## config.mk

```make
export PLATFORM = sky130hd
export DESIGN_NAME = register_file
export DESIGN_NICKNAME = d
export VERILOG_FILES = /design/src/rtl/register_file.sv
export SDC_FILE = /design/constraint.sdc
export NUM_CORES = 1
export LEC_CHECK = 0
export ABC_AREA = 1
export CAP_MARGIN = 15
export CORE_UTILIZATION = 30
export DETAILED_ROUTE_END_ITERATION = 10
export GPL_ROUTABILITY_DRIVEN = 0
export GPL_TIMING_DRIVEN = 1
export SLEW_MARGIN = 20
export SYNTH_ARGS = -nofsm -noshare
export SYNTH_HDL_FRONTEND = slang
export SYNTH_SLANG_ARGS = --single-unit
```

## constraint.sdc

```tcl
create_clock -name CLK -period 6.03 [get_ports CLK]
set_input_delay 1.206 -clock CLK [delete_from_list [all_inputs] [get_ports CLK]]
set_output_delay 1.206 -clock CLK [all_outputs]
set_load 0.005 [all_outputs]
```

## src/rtl/register_file.sv

```systemverilog
// ARMv4 integer register file: R0-R14 stored in flops, R15 reads return the
// externally supplied PC value. Two combinational read ports, one write port.
module register_file #(
  parameter int DATA_WIDTH = 32,
  parameter int NUM_REGS   = 16
) (
  input  logic                  CLK,
  input  logic                  RST,
  input  logic [3:0]            ADDRS_RN,
  input  logic [3:0]            ADDRS_RM,
  input  logic [3:0]            ADDRS_RD,
  input  logic [DATA_WIDTH-1:0] WRT_DATA,
  input  logic [DATA_WIDTH-1:0] R15_DATA,
  input  logic                  WRT_ENA,
  output logic [DATA_WIDTH-1:0] RN_DATA,
  output logic [DATA_WIDTH-1:0] RM_DATA
);

  // The highest address is the PC; it has no storage behind it.
  localparam int         NUM_STORED = NUM_REGS - 1;
  localparam logic [3:0] PC_ADDR    = 4'(NUM_REGS - 1);

  logic [DATA_WIDTH-1:0] regs_q [NUM_STORED];
  logic [DATA_WIDTH-1:0] regs_d [NUM_STORED];

  // Next-state: only the addressed stored register takes the write data;
  // writes aimed at the PC address are dropped.
  always_comb begin
    for (int i = 0; i < NUM_STORED; i++) begin
      regs_d[i] = regs_q[i];
      if (WRT_ENA && (ADDRS_RD != PC_ADDR) && (ADDRS_RD == 4'(i))) begin
        regs_d[i] = WRT_DATA;
      end
    end
  end

  // Storage update; the asynchronous reset clears every stored register and
  // overrides any write on the same edge.
  always_ff @(posedge CLK or negedge RST) begin
    if (!RST) begin
      for (int i = 0; i < NUM_STORED; i++) begin
        regs_q[i] <= '0;
      end
    end else begin
      for (int i = 0; i < NUM_STORED; i++) begin
        regs_q[i] <= regs_d[i];
      end
    end
  end

  // Read ports: no write bypass, PC address returns the live PC value.
  always_comb begin
    RN_DATA = R15_DATA;
    RM_DATA = R15_DATA;
    for (int i = 0; i < NUM_STORED; i++) begin
      if (ADDRS_RN == 4'(i)) RN_DATA = regs_q[i];
      if (ADDRS_RM == 4'(i)) RM_DATA = regs_q[i];
    end
  end

endmodule

```

==> metrics.log <==
[metrics] result of the run: finished, final reports clean
[metrics] Most used DFF post-synth: sky130_fd_sc_hd__dfrtp_1
[metrics] via density per instance: a little over 5
[metrics] Die Height: about 310 µm
[metrics] number of clock sinks: 480
[metrics] overall power after layout: 10100 µW
[metrics] main area contributors after synthesis: sky130_fd_sc_hd__dfrtp_1 (42%), sky130_fd_sc_hd__nand2_1 (20%), sky130_fd_sc_hd__o21ai_0 (11%)
[metrics] maximum clock insertion buffer count: 3
[metrics] number of diodes: 0
[metrics] yosys synthesis warning count: 0
[metrics] Req. time, crit path: ~4.8 ns
[metrics] maximum clock rate: between 0.15 and 0.2 GHz
[metrics] number of enable-type register cells in the synthesized netlist: 0
[metrics] worst slew pin tran: roughly 1.2 ns
[metrics] total via count after detailed routing: roughly 29000
[metrics] TritonCTS clock tree: done
[metrics] critical-path maximum fanout: 31
[metrics] proportion of synthesized chip area in sequential cells: approximately two fifths
[metrics] post-place setup slack: around 0.086 ns
[metrics] most numerous cell in the Yosys netlist: sky130_fd_sc_hd__nand2_1
[metrics] number of distinct library cell variants in the gate-level netlist after synthesis: 33
[metrics] via count of the first global-routing pass: 27067
[metrics] Total Wirelength: ~110000 µm
[metrics] Data arrival, critical path: around 4.7 ns
[metrics] Post-synth ARST share: 100%
[metrics] synthesis-to-layout area growth: 17.5%
[metrics] Remaining Overflow, GRT: 0
[metrics] period utilisation layout: 97.1%
[metrics] type of element capturing the critical path: primary output
[metrics] setup slack after layout: 0.173 ns
[metrics] storage element area: 12000 µm²
[metrics] count of boundary I/O pins: roughly 140
[metrics] Detail Placement HPWL: a little under 80000 µm
[metrics] max-capacitance violation count: 0
[metrics] core area: 93900 µm²
[metrics] final setup violating endpoints: 0
[metrics] RSZ-0062 raised after global routing: true
[metrics] non-filler instance count after layout: roughly 5600
[metrics] total clock buffers created by CTS: 57
[metrics] most numerous cell types in the synthesized netlist: sky130_fd_sc_hd__nand2_1 (1501), sky130_fd_sc_hd__o21ai_0 (653), sky130_fd_sc_hd__inv_1 (495)
[metrics] VDD IR max: 246 µV
[metrics] WS Path Type: input port to primary output
[metrics] worst clock skew on the final layout: 0 ns
[metrics] Avg Inst Size Synth: around 6.6 µm²
[metrics] share of post-route cells with drive strength above 1: about 7.1%
[metrics] initial core utilization: between 30% and 40%
[metrics] path category of the worst min-delay check: flop to flop
[metrics] number of pins with negative max-slew slack in the final report: 0
[metrics] H-tree levels: 2
[metrics] area occupied by multi-input gates: between 10000 and 15000 µm²
[metrics] ANT nets after route: 0
[metrics] clock edge transition at the registers on the reported setup and hold paths: around 0.06 ns
[metrics] Placed Instances: approximately 5500
[metrics] library cell with the largest summed area after synthesis: sky130_fd_sc_hd__dfrtp_1
[metrics] total power divided by cell area: 302 nW/µm²
[metrics] clock insertion delay at the later pin of the skew report: between 0.6 and 0.7 ns
[metrics] buffer cell driving the clock tree root: sky130_fd_sc_hd__clkbuf_16
[metrics] register bank with the most flops: regs_q
[metrics] Final nets: between 4000 and 5000
[metrics] post-layout util: 35.8%
[metrics] Buffers on Ports: ~140
[metrics] Synth Instances: ~4300
[metrics] static leakage: ~0.016 µW
[metrics] number of detailed-route iterations in the first pass: 8
[metrics] GR Util All Layers: a little under a quarter
[metrics] area enclosed by the die boundary: between 90000 and 100000 µm²
[metrics] Synth Register Bits: 480
[metrics] hold violation count in the final report: 0
[metrics] wire length of the first global-routing pass: between 150000 and 200000 µm
[metrics] Chip Width: a little over 300 µm
[metrics] flip-flop count of the largest register, all copies and words added: 480
[metrics] First DRT Iteration DRCs: ~3200
[metrics] synthesized area: between 20000 and 30000 µm²
[metrics] max_slew headroom: roughly 20%
[metrics] fraction of post-synthesis cell area in the top cell type by area: a little over two fifths
[metrics] number of filler cells placed in the layout: 10018
[metrics] number of DRC violations after detailed routing: 0
[metrics] maximum number of pins on one net before global-route repair: about 140
[metrics] initial antenna violation count: 2
[metrics] category of the worst setup path launch point: input port
[metrics] routed length per instance: approximately 20 µm
[metrics] biggest registers after layout: regs_q: 480 flops
[metrics] final critical-path required period: between 5 and 6 ns
[metrics] net count after synthesis: 4394
[metrics] row cnt: ~110
==> per-stage QoR <==
step / hold slack, ns / instance area, µm² / TNS, ns
global route: 0.502 / 33600 / -0.00403
CTS: 0.488 / 33600 / 0
floorplan: 0.453 / 28600 / 0
finish: 0.484 / 33600 / 0
detailed placement: 0.473 / 31600 / 0
global placement: 0.466 / 31600 / 0
==> cell type report <==
class	count	area share [%]
Clock buffer	87	5.24
Clock inverter	18	0.591
Multi-Input combinational cell	3017	40.1
Tap cell	1254	4.66
Sequential cell	480	35.7
Inverter	518	5.79
Timing Repair Buffer	262	7.88
==> cells by family (layout without fill, tap and decap cells) <==
family,Yosys count,count (layout),synth area share [%]
AND/OR/NAND/NOR,1965,1965,27.6
flip-flops,480,480,42.0
AO/OA/AOI/OAI,1051,1051,19.1
buffers and inverters,818,885,11.3
multiplexers,1,1,0.0350
==> metal layers <==
layer,track usage (%),wire (µm),vias to the layer above
met4,8.03,3770,2
met2,34.7,48400,1303
li1,-,-,13690
met3,5.86,11500,192
met1,31.4,48300,13313
met5,0,13,-
==> layout by cell type (no fill, tap or decap), drive strengths merged <==
cell type	count
bufinv	4
clkinv	16
clkinvlp	2
a31oi	6
o22ai	1
buf	121
mux2i	1
dlymetal6s2s	2
inv	514
clkdlybuf4s50	139
nand3	275
nor2	165
or2	12
clkbuf	87
dfrtp	480
o211ai	49
nand2	1507
nor3	3
nand3b	3
o221ai	5
o21ai	724
a21oi	266
==> power breakdown <==
group | switching [µW] | total (µW) | leakage, µW | internal, µW
Sequential | 479 | 4390 | 0.00596 | 3910
Combinational | 1350 | 2130 | 0.00936 | 782
Clock | 1460 | 3620 | 0.000973 | 2170
Total | 3280 | 10100 | 0.0163 | 6860
==> worst paths after layout <==
check,start,endpoint,slack [ns],cells past startpoint
max,ADDRS_RN[2],RN_DATA[26],0.17,19
min,regs_q[222],regs_q[222],0.48,2
max reg2reg,regs_q[462],regs_q[462],5.19,2
min reg2reg,regs_q[222],regs_q[222],0.48,2
max in group asynchronous,RST,regs_q[323],4.03,2
min in group asynchronous,RST,regs_q[339],0.58,1
==> repair_timing <==
item | 4_1_cts | 5_1_grt
hold buffers | 0 | 0
gates resized for setup | 0 | 8
buffers inserted | 0 | 2
setup endpoints to repair | 0 | 20
==> critical path, stage by stage <==
cell and delay [ns]:
sky130_fd_sc_hd__clkdlybuf4s50_1 0.59, sky130_fd_sc_hd__inv_2 0.04, sky130_fd_sc_hd__nor2_1 0.28, sky130_fd_sc_hd__inv_2 0.13, sky130_fd_sc_hd__nor2_4 0.21, sky130_fd_sc_hd__inv_2 0.35
sky130_fd_sc_hd__nand3_1 0.22, sky130_fd_sc_hd__nand3_1 0.12, sky130_fd_sc_hd__nand3_1 0.15, sky130_fd_sc_hd__nand3_1 0.09, sky130_fd_sc_hd__nand3_1 0.11, sky130_fd_sc_hd__nand3_1 0.07
sky130_fd_sc_hd__nand3_1 0.13, sky130_fd_sc_hd__nand2_1 0.07, sky130_fd_sc_hd__nand2_1 0.09, sky130_fd_sc_hd__nand3_1 0.09, sky130_fd_sc_hd__nand2_1 0.13, sky130_fd_sc_hd__nand2_1 0.06
sky130_fd_sc_hd__clkdlybuf4s50_1 0.50
Note: power is estimated with default switching activity, not from simulation.
